[src/rtl/spi_pkg.sv]
// Shared definitions for the SPI command decoder: FSM encoding, command-byte
// layout and the default status identifier.
package spi_pkg;

    typedef enum logic [2:0] {
        ST_IDLE,
        ST_CMD,
        ST_WR,
        ST_RD,
        ST_DRAIN
    } state_e;

    localparam int         CMD_WR_BIT    = 7;
    localparam logic [6:0] STATUS_ID_DEF = 7'h5A;

endpackage

[src/rtl/sync2.sv]
// Generic two-flop synchronizer for asynchronous pad inputs; the reset value
// is chosen per instance so idle-high inputs do not glitch out of reset.
module sync2 #(
    parameter logic RST_VAL = 1'b0
) (
    input  logic clk,
    input  logic rst_n,
    input  logic d_i,
    output logic q_o
);

    logic meta_q;
    logic sync_q;

    always_ff @(posedge clk or negedge rst_n) begin
        if (!rst_n) begin
            meta_q <= RST_VAL;
            sync_q <= RST_VAL;
        end else begin
            meta_q <= d_i;
            sync_q <= meta_q;
        end
    end

    assign q_o = sync_q;

endmodule

[src/rtl/spi_reg_bridge.sv]
// Turns SPI byte strobes into auto-incrementing single-byte register bus
// reads/writes, and feeds the shifter a status byte or prefetched read data.
//   state    | meaning
//   IDLE     | no transaction; tx_byte shows status
//   CMD      | waiting for the command byte
//   WR       | each byte becomes a write at ptr
//   RD       | each byte prefetches a read at ptr
//   DRAIN    | transaction ended with a request outstanding; wait for ack
module spi_reg_bridge
    import spi_pkg::*;
#(
    parameter int         AW        = 7,
    parameter logic [6:0] STATUS_ID = STATUS_ID_DEF
) (
    input  logic          clk,
    input  logic          rst_n,
    input  logic          ss,
    input  logic          rx_done,
    input  logic [7:0]    rx_byte,
    output logic [7:0]    tx_byte,
    output logic [AW-1:0] bus_addr,
    output logic [7:0]    bus_wdata,
    output logic          bus_wr,
    output logic          bus_rd,
    input  logic [7:0]    bus_rdata,
    input  logic          bus_ack,
    output logic          busy
);

    logic ss_s;
    logic ss_prev_q;
    logic ss_fall;
    logic eot;

    sync2 #(.RST_VAL(1'b1)) u_ss_sync (
        .clk   (clk),
        .rst_n (rst_n),
        .d_i   (ss),
        .q_o   (ss_s)
    );

    always_ff @(posedge clk or negedge rst_n) begin
        if (!rst_n) ss_prev_q <= 1'b1;
        else        ss_prev_q <= ss_s;
    end

    assign ss_fall = ss_prev_q & ~ss_s;
    assign eot     = ~ss_prev_q & ss_s;

    state_e        state_q, state_d;
    logic [AW-1:0] ptr_q, ptr_d;
    logic [AW-1:0] addr_q, addr_d;
    logic [7:0]    wdata_q, wdata_d;
    logic [7:0]    tx_q, tx_d;
    logic          wr_q, wr_d;
    logic          rd_q, rd_d;
    logic          err_q, err_d;
    logic          req_out;
    logic          pending;
    logic [AW-1:0] cmd_addr;

    assign req_out  = wr_q | rd_q;
    // An ack landing with rx_done frees the bus for the new byte.
    assign pending  = req_out & ~bus_ack;
    assign cmd_addr = rx_byte[AW-1:0];

    always_comb begin
        state_d = state_q;
        ptr_d   = ptr_q;
        addr_d  = addr_q;
        wdata_d = wdata_q;
        tx_d    = tx_q;
        wr_d    = wr_q;
        rd_d    = rd_q;
        err_d   = err_q;

        if (bus_ack && req_out) begin
            wr_d = 1'b0;
            rd_d = 1'b0;
            if (rd_q && state_q == ST_RD) tx_d = bus_rdata;
        end

        unique case (state_q)
            ST_IDLE: begin
                tx_d = {err_q, STATUS_ID};
                if (ss_fall) state_d = ST_CMD;
            end
            ST_CMD: begin
                if (rx_done) begin
                    err_d = 1'b0;
                    if (rx_byte[CMD_WR_BIT]) begin
                        ptr_d   = cmd_addr;
                        state_d = ST_WR;
                    end else begin
                        rd_d    = 1'b1;
                        addr_d  = cmd_addr;
                        ptr_d   = cmd_addr + AW'(1);
                        state_d = ST_RD;
                    end
                end
            end
            ST_WR: begin
                if (rx_done) begin
                    if (pending) begin
                        err_d = 1'b1;
                    end else begin
                        wr_d    = 1'b1;
                        addr_d  = ptr_q;
                        wdata_d = rx_byte;
                        ptr_d   = ptr_q + AW'(1);
                    end
                end
            end
            ST_RD: begin
                if (rx_done) begin
                    if (pending) begin
                        err_d = 1'b1;
                    end else begin
                        rd_d   = 1'b1;
                        addr_d = ptr_q;
                        ptr_d  = ptr_q + AW'(1);
                    end
                end
            end
            ST_DRAIN: begin
                if (!req_out || bus_ack) state_d = ST_IDLE;
            end
            default: state_d = ST_IDLE;
        endcase

        // End of transaction is applied after the byte in the same cycle.
        if (eot && (state_q == ST_CMD || state_q == ST_WR || state_q == ST_RD)) begin
            state_d = (wr_d | rd_d) ? ST_DRAIN : ST_IDLE;
            tx_d    = {err_d, STATUS_ID};
        end
    end

    always_ff @(posedge clk or negedge rst_n) begin
        if (!rst_n) begin
            state_q <= ST_IDLE;
            ptr_q   <= '0;
            addr_q  <= '0;
            wdata_q <= '0;
            tx_q    <= {1'b0, STATUS_ID};
            wr_q    <= 1'b0;
            rd_q    <= 1'b0;
            err_q   <= 1'b0;
        end else begin
            state_q <= state_d;
            ptr_q   <= ptr_d;
            addr_q  <= addr_d;
            wdata_q <= wdata_d;
            tx_q    <= tx_d;
            wr_q    <= wr_d;
            rd_q    <= rd_d;
            err_q   <= err_d;
        end
    end

    assign tx_byte   = tx_q;
    assign bus_addr  = addr_q;
    assign bus_wdata = wdata_q;
    assign bus_wr    = wr_q;
    assign bus_rd    = rd_q;
    assign busy      = (state_q != ST_IDLE);

endmodule

[config.mk]
export PLATFORM = sky130hd
export DESIGN_NAME = spi_reg_bridge
export DESIGN_NICKNAME = d
export VERILOG_FILES = /design/src/rtl/spi_pkg.sv /design/src/rtl/sync2.sv /design/src/rtl/spi_reg_bridge.sv
export SDC_FILE = /design/constraint.sdc
export NUM_CORES = 1
export LEC_CHECK = 0
export BUFFER_PORTS_ARGS = -buffer_cell sky130_fd_sc_hd__buf_2
export CAP_MARGIN = 20
export CORE_ASPECT_RATIO = 0.75
export CORE_MARGIN = 2
export CORE_UTILIZATION = 26
export DETAILED_ROUTE_END_ITERATION = 6
export GPL_TIMING_DRIVEN = 0
export SYNTH_ARGS = -nofsm -noshare
export SYNTH_HDL_FRONTEND = slang
export SYNTH_SLANG_ARGS = --single-unit
[constraint.sdc]
create_clock -name clk -period 1.9 [get_ports clk]
set_clock_uncertainty 0.2 [all_clocks]
set_input_delay 0.38 -clock clk [delete_from_list [all_inputs] [get_ports clk]]
set_output_delay 0.38 -clock clk [all_outputs]
set_load 0.02 [all_outputs]
==> qor.csv, run 1 <==
metric;value;unit
critical_path_s_slowest_cell;dfrtp_1;
area_growth_syn_to_layout;37.4;%
slew_headroom;40.9;%
insertedDiodeCount;0;
ff_latch_area;988;µm²
synth_enable_flop_cells;0;
dp_cells;333;
htree_levels;2;
finalWorstPathRequiredPeriod;1.96;ns
chipWidth;104;µm
fin_hold_ws;0.00772;ns
detailedRoute.firstIterationViolations;93;
maxSlewViolCount;0;
drt-wirelength-per-cell;14.0;µm
worst_pin_slew;0.887;ns
placement_stage_cell_area;0.00236;mm²
start_util;26.7;%
tritoncts_buffer_count;5;
detailedRoute.firstPassIterationCount;4;
post-route-period-util;103;%
dr_wl_met2;2320;µm
gpl.final_weighted_congestion;0.772;
run_status;finished with violations;
vdd_drop_max;0.411;mV
crit_path_max_incr_delay;0.42;ns
post-dp-hpwl;3350;µm
synth_async_sr_flop_share;100;%
wirelength;5020;µm
max_freq;510;MHz
clkSlewWorstSetupHoldPaths;0.08;ns
via_per_inst;4.69;
synthesis_stage_register_bit_count;39;
post_synth.cell_area_avg;10.5;µm²
io_buffer_count;45;
clock_path_buffers;2;
hold_path_class;in2async;
grt_antenna_before_repair;0;
power_per_cell_area;1580;mW/mm²
drive_gt1_share;42.4;%
design.core.area;0.00733;mm²
fp-row-count;27;
cts.sink_count;39;
timing.critical_path.from_type;flop;
met3_wirelength;130;µm
cap_violations;0;
route.vias.total;1678;
fin_area;0.00269;mm²
ctsRootBufferMaster;clkbuf_8;
worst_path_dominant_cell_family;flip-flops;
postSynth.topFlopCell;dfrtp_1;
grt_start_max_net_pins;40;
multi_input_comb_area;0.00101;mm²
pre_cts_ws;-0.264;ns
post_synth_num_cell_types;45;
cp_arrival;1.38;ns
met1_length;2510;µm
tritoncts;done;
floorplan.die_area;0.00825;mm²
post_layout_nonfiller_instances;358;
fin_nets;279;
antenna_violating_nets_post_route;0;
detail_route.drc_violations;0;
crit_path_cell_trace;buf_4 -> or3_4 -> buf_6;
worstPathBufferInverterCount;2;
synth_cells;187;
clk_latency;0.29;ns
uppermost_signal_routing_layer_after_detailed_routing;met4;
violated_checks;setup timing;
fp.dieH;79.2;µm
synth.yosys.seq_area_share;50.3;%
grt_first_pass_wirelength;8130;µm
fillerInstances;733;
grt_pass1_vias;1601;
io-pin-count;47;
power.leakage;1.19;nW
rsz0062_at_grt;true;
mappedNetlistNets;210;
setup_failing_eps_final;9;
grt_util_all_layers;12.2;%
worst_ep_required_time;1.32;ns
yosysWarningCount;0;
fin_ws;-0.0626;ns
finalHoldViolations;0;
cp_class;reg2out;
critPathCaptureType;primary output;
synth.cell_area;0.00196;mm²
grt_overflow_total;0;
critical_path_peak_fanout;10;
-- kinds of logic after synthesis --
group / after synthesis / share of synthesized area, %
buffers and inverters: 15 / 3.58
flip-flops: 39 / 50.3
adder cells (fa/ha/maj): 2 / 1.28
AO/OA/AOI/OAI: 49 / 19.3
AND/OR/NAND/NOR: 65 / 16.7
multiplexers: 11 / 6.19
XOR/XNOR: 6 / 2.68
-- state kept, by name, summed over array words and instances (netlist names) --
signal,cells
u_ss_sync.q_o,1
bus_addr,7
bus_rd,1
bus_wr,1
bus_wdata,8
state_q,3
err_q,1
ptr_q,7
tx_byte,8
u_ss_sync.meta_q,1
ss_prev_q,1
-- power breakdown --
group | total [mW] | switching [mW] | internal, mW | leakage [nW]
registers | 1.37 | 0.225 | 1.15 | 0.457
clock network | 0.626 | 0.294 | 0.332 | 0.0515
logic | 2.27 | 1.20 | 1.07 | 0.685
-- what timing repair did --
item | 4_1_cts | 5_1_grt
endpoints found under the hold margin | 1 | 0
gates resized for setup | 17 | 16
pin swaps | 6 | 7
setup endpoints to repair | 21 | 24
setup buffers | 12 | 6
hold buffers | 1 | 0
-- cells in the mapped netlist (4+ instances only) --
library cell,instances,share of area [%]
dfrtp_1,32,41
o21ai_0,7,1.8
nand3_1,4,1.0
nor2b_1,4,1.3
nor2_1,17,3.3
mux2_2,9,5.2
dfstp_2,7,9.4
or3_1,4,1.3
clkbuf_1,4,0.77
xor2_1,4,1.8
buf_2,5,1.3
nand2_1,21,4.0
a21oi_1,8,2.0
inv_1,5,0.96
a31oi_1,7,2.2
o22a_1,6,2.7
-- cells in the final DEF, fill, tap and decap left out, types with 2 or more instances in the layout --
cell type,n
a211oi_1,2
a21oi_1,7
a22o_1,3
a311o_1,2
a31oi_1,7
and3_1,2
buf_2,45
buf_4,17
buf_6,5
clkbuf_1,2
clkbuf_8,7
dfrtp_1,29
dfrtp_2,3
dfstp_2,7
ha_1,2
inv_1,5
mux2_4,8
mux2i_1,2
nand2_1,21
nand2b_1,2
nand3_1,4
nor2_1,16
nor2b_1,3
nor3_1,3
o21ai_0,6
o22a_1,6
o22ai_1,3
or3_1,2
or3_4,2
xnor2_1,2
xor2_1,4
-- per-layer routing --
layer	vias up	global-route usage [%]
li1	817	-
met3	5	1.97
met1	829	17.2
met4	0	3.24
met5	-	0
met2	27	19.6
-- final cells by class --
class                           instances  area share, %
Buffer                                  8           2.32
Inverter                                5          0.697
Timing Repair Buffer                   64           14.4
Tap cell                              101           4.70
Sequential cell                        39           36.7
Clock buffer                            8           3.72
Multi-Input combinational cell        133           37.4
-- path summary, 6_finish.rpt --
kind | startpoint | to | slack, ns | cells past startpoint
worst max-delay path | state_q[0] | busy | -0.06 | 3
worst min-delay path | rst_n | bus_wdata[1] | 0.008 | 1
worst max register to register | state_q[1] | bus_wdata[4] | -0.02 | 5
worst min register to register | u_ss_sync.meta_q | u_ss_sync.q_o | 0.16 | 0
max in group asynchronous | rst_n | bus_rd | 0.88 | 1
min in group clk | bus_rdata[4] | tx_byte[4] | 0.09 | 2
-- through the flow --
stage | total power, mW | TNS [ns] | util (%)
after CTS | 4.10 | -0.577 | 35.7
after global placement | 3.19 | -3.67 | 32.1
after detailed placement | 3.22 | -4.07 | 32.1
after floorplan | 2.69 | -1.34 | -
final | 4.27 | -0.203 | 36.7
after global routing | 4.55 | -0.741 | 36.7
Power figures use the tool's default switching activity.
==> run 2: changes to the inputs <==
--- a/config.mk
+++ b/config.mk
@@ -10,6 +10,7 @@
 export CORE_ASPECT_RATIO = 0.75
 export CORE_MARGIN = 2
 export CORE_UTILIZATION = 26
+export CTS_BUF_LIST = sky130_fd_sc_hd__clkbuf_16
 export DETAILED_ROUTE_END_ITERATION = 6
 export GPL_TIMING_DRIVEN = 0
 export SYNTH_ARGS = -nofsm -noshare
==> qor.csv, run 2 (synthesized netlist as in run 1, its figures left out) <==
metric;value;unit
fin_ws;-0.0352;ns
tritoncts_buffer_count;5;
design.core.area;0.00733;mm²
critPathCaptureType;primary output;
dp_cells;333;
finalHoldViolations;0;
fin_nets;276;
post_layout_nonfiller_instances;355;
critical_path_s_slowest_cell;dfrtp_1;
clk_latency;0.28;ns
via_per_inst;4.70;
chipWidth;104;µm
antenna_violating_nets_post_route;0;
wirelength;5010;µm
crit_path_max_incr_delay;0.44;ns
tritoncts;done;
insertedDiodeCount;0;
io-pin-count;47;
cap_violations;0;
layout_common_cells;buf_2 (46), dfrtp_1 (28), nand2_1 (21);
cp_arrival;1.36;ns
finalWorstPathRequiredPeriod;1.94;ns
drive_gt1_share;42.5;%
detail_route.drc_violations;0;
pre_cts_ws;-0.264;ns
max_freq;517;MHz
cp_class;reg2out;
clkSlewWorstSetupHoldPaths;0.06;ns
htree_levels;2;
rsz0062_at_grt;true;
power.leakage;1.20;nW
power_per_cell_area;1610;mW/mm²
run_status;finished with violations;
fp-row-count;27;
grt_first_pass_wirelength;8120;µm
grt_overflow_total;0;
cp_common_cell;buf_6;
violated_checks;setup timing;
fillerInstances;727;
floorplan.die_area;0.00825;mm²
gpl.final_weighted_congestion;0.772;
ctsRootBufferMaster;clkbuf_16;
grt_antenna_before_repair;0;
worst_path_dominant_cell_family;flip-flops;
power_after_layout;4.40;mW
detailedRoute.firstIterationViolations;97;
setup_failing_eps_final;9;
grt_pass1_vias;1620;
area_growth_syn_to_layout;39.1;%
timing.critical_path.from_type;flop;
drt-wirelength-per-cell;14.1;µm
worst_ep_required_time;1.32;ns
cts.sink_count;39;
fp.dieH;79.2;µm
clock_path_buffers;2;
hold_path_class;in2async;
critical_path_peak_fanout;4;
post-route-period-util;102;%
grt_util_all_layers;12.2;%
grt_start_max_net_pins;40;
vdd_drop_max;0.475;mV
route.vias.total;1668;
worstRegToRegCells;5;
crit_path_cell_trace;buf_6 -> or3_4 -> buf_6;
final_common_cell;buf_2;
maxSlewViolCount;0;
start_util;26.7;%
worstPathBufferInverterCount;2;
worst_pin_slew;0.886;ns
io_buffer_count;45;
detailedRoute.firstPassIterationCount;4;
post-dp-hpwl;3350;µm
worstSetupPathDepth;3;
fin_hold_ws;0.0210;ns
slew_headroom;41.0;%
-- run 2: changes by cell type in the layout (fill, tap and decap cells not counted), sizes merged --
cell | before | now
clkinv | 0 | 2
inv | 5 | 6
clkbuf | 11 | 8
buf | 68 | 65
-- run 2: worst register-to-register path, stage by stage, from the launching register on --
cell      delay (ns)
dfrtp_1         0.44
buf_6           0.14
nand2b_4        0.06
or3_4           0.41
nor2_8          0.24
mux2_4          0.33
-- run 2: worst paths after layout --
kind	from	endpoint	slack (ns)
max	state_q[1]	busy	-0.04
min reg2reg	u_ss_sync.meta_q	u_ss_sync.q_o	0.15
max in group asynchronous	rst_n	bus_wr	0.86
min	rst_n	bus_wdata[1]	0.02
max reg2reg	state_q[1]	bus_wdata[2]	-0.03
min in group clk	bus_rdata[4]	tx_byte[4]	0.11
-- run 2: through the flow --
| stage | cell area [µm²] | TNS, ns | utilization (%) |
|---|---|---|---|
| after CTS | 2650 | -0.533 | 36.2 |
| after global placement | 2360 | -3.67 | 32.1 |
| after detailed placement | 2360 | -4.07 | 32.1 |
| final | 2730 | -0.226 | 37.2 |
| after global routing | 2730 | -0.695 | 37.2 |
| after floorplan | 2000 | -1.34 | - |
-- run 2: what timing repair did --
item	in CTS	in global routing
hold buffers	1	0
pin swaps	6	12
gates cloned	0	0
setup buffers	13	3
setup endpoints to repair	20	24
hold endpoints to repair	1	0
gates resized for setup	16	21
-- run 2: layout make-up --
type                    instances  area [µm²]  area share [%]
flip-flops and latches         39         990            36.3
clock inverters                 3        11.3           0.413
inverters                       5        18.8           0.689
repair buffers                 61         362            13.3
multi-input cells             133        1030            37.7
plain buffers                   8        63.8            2.34
clock buffers                   5         125            4.59
well taps                     101         126            4.64
-- run 2: layer usage --
metal	global-route usage (%)	vias to the layer above	routed length (µm)
met2	19.5	25	2310
met1	17.1	828	2560
met5	0	-	0
li1	-	811	-
met4	3.24	0	50
met3	1.97	4	93
-- run 2: power breakdown --
group	internal (mW)	switching (mW)
clock network	0.472	0.319
registers	1.15	0.240
logic	1.03	1.19
==> run 3: changes to the inputs <==
--- a/config.mk
+++ b/config.mk
@@ -13,6 +13,7 @@
 export CTS_BUF_LIST = sky130_fd_sc_hd__clkbuf_16
 export DETAILED_ROUTE_END_ITERATION = 6
 export GPL_TIMING_DRIVEN = 0
+export PLACE_DENSITY = 0.5
 export SYNTH_ARGS = -nofsm -noshare
 export SYNTH_HDL_FRONTEND = slang
 export SYNTH_SLANG_ARGS = --single-unit
==> qor.csv, run 3 (synthesized netlist as in run 1, its figures left out) <==
metric;value;unit
run_status;finished with violations;
violated_checks;setup timing;
fin_nets;276;
postLayoutCoreUtil;37.2;%
grt_first_pass_wirelength;8020;µm
worstPathBufferInverterCount;2;
power_per_cell_area;1650;mW/mm²
fp-row-count;27;
worstRegToRegCells;4;
via_per_inst;4.60;
grt_overflow_total;0;
detail_route.drc_violations;0;
met3_usage;2.71;%
worst_path_dominant_cell_family;flip-flops;
worstSetupPathDepth;3;
maxSlewViolCount;0;
io_buffer_count;45;
gpl.final_weighted_congestion;0.813;
grt_use_met1;17.7;%
max_freq;512;MHz
design.core.area;0.00733;mm²
worst_pin_slew;0.886;ns
clkSlewWorstSetupHoldPaths;0.06;ns
clock_path_buffers;2;
insertedDiodeCount;0;
layout_common_cells;buf_2 (45), dfrtp_1 (29), nand2_1 (21);
drt-wirelength-per-cell;14.3;µm
drive_gt1_share;40.9;%
critical_path.endpoint;busy;
tritoncts_buffer_count;5;
fp.dieH;79.2;µm
slew_headroom;40.9;%
cp_common_cell;buf_6;
cap_violations;0;
post-dp-hpwl;3400;µm
floorplan.die_area;0.00825;mm²
placement_stage_cell_area;0.00236;mm²
tritoncts;done;
r2r_end;bus_wdata[1];
grt_pass1_vias;1576;
fin_area;0.00273;mm²
use_met2;18.2;%
antenna_violating_nets_post_route;0;
finalHoldViolations;0;
critical_path_peak_fanout;8;
wirelength;5090;µm
cp_class;reg2out;
area_growth_syn_to_layout;39.3;%
ctsRootBufferMaster;clkbuf_16;
htree_levels;2;
grt_util_all_layers;12.3;%
timing.critical_path.from_type;flop;
power.leakage;1.20;nW
launch_point_of_the_critical_path;state_q[1];
setup_failing_eps_final;10;
post-route-period-util;103;%
chipWidth;104;µm
start_util;26.7;%
final_common_cell;buf_2;
crit_path_max_incr_delay;0.43;ns
grt_antenna_before_repair;0;
timing.reg2reg.setup_slack;-0.01;ns
vdd_drop_max;0.465;mV
io-pin-count;47;
detailedRoute.firstIterationViolations;91;
fillerInstances;729;
critPathCaptureType;primary output;
crit_path_cell_trace;buf_6 -> or3_4 -> buf_6;
cts.sink_count;39;
regToRegStartpoint;bus_wr;
worst_ep_required_time;1.32;ns
rsz0062_at_grt;true;
hold_path_class;in2async;
critical_path_s_slowest_cell;dfrtp_1;
route.vias.total;1632;
cp_arrival;1.37;ns
grt_start_max_net_pins;40;
clk_latency;0.28;ns
finalWorstPathRequiredPeriod;1.95;ns
fin_ws;-0.0538;ns
detailedRoute.firstPassIterationCount;4;
fin_setup_tns;-0.137;ns
busiest_layer;met2;
## run 3: worst min-delay path by stage
| stage | start | slack (ns) | end | cells past startpoint |
|---|---|---|---|---|
| after floorplan | rst_n | -0.12 | bus_addr[0] | 0 |
| after global placement | u_ss_sync.meta_q | 0.15 | u_ss_sync.q_o | 0 |
| after detailed placement | u_ss_sync.meta_q | 0.15 | u_ss_sync.q_o | 0 |
| after CTS | rst_n | 0.07 | ptr_q[0] | 1 |
| after global routing | rst_n | 0.09 | bus_wdata[3] | 1 |
| final | rst_n | 0.02 | bus_wdata[3] | 1 |
## run 3: cell type report
| class | instances | area, µm² | share of cell area (%) |
|---|---|---|---|
| plain buffers | 8 | 58.8 | 2.15 |
| clock buffers | 5 | 125 | 4.58 |
| clock inverters | 3 | 41.3 | 1.51 |
| inverters | 5 | 18.8 | 0.687 |
| multi-input cells | 133 | 997 | 36.5 |
| flip-flops and latches | 39 | 988 | 36.2 |
| well taps | 101 | 126 | 4.63 |
| repair buffers | 61 | 374 | 13.7 |
## run 3: what timing repair did
action | 4_1_cts | 5_1_grt
hold endpoints to repair | 1 | 0
buffers inserted | 9 | 6
hold buffers | 1 | 0
gates resized for setup | 14 | 12
endpoints found under the setup margin | 22 | 20
pin swaps | 6 | 6
## run 3: power by group
group | switching (mW) | internal [mW]
Combinational | 1.18 | 1.01
Sequential | 0.223 | 1.15
Clock | 0.335 | 0.614
Total | 1.74 | 2.77
## run 3: stage by stage
| step | hold slack, ns | worst slack (ns) | power (mW) | std cells |
|---|---|---|---|---|
| after floorplan | -0.116 | -0.168 | 2.69 | 187 |
| after global placement | 0.146 | -0.278 | 3.21 | 333 |
| after detailed placement | 0.147 | -0.261 | 3.22 | 333 |
| after CTS | 0.0697 | -0.0728 | 4.37 | 350 |
| after global routing | 0.0885 | -0.0791 | 4.82 | 355 |
| final | 0.0204 | -0.0538 | 4.52 | 355 |
## run 3: metal layers
layer,wire (µm),vias up,part of all wire (%)
li1,-,815,-
met1,2630,788,52
met2,2230,22,44
met3,153,7,3.0
met4,73,0,1.4
met5,0,-,0
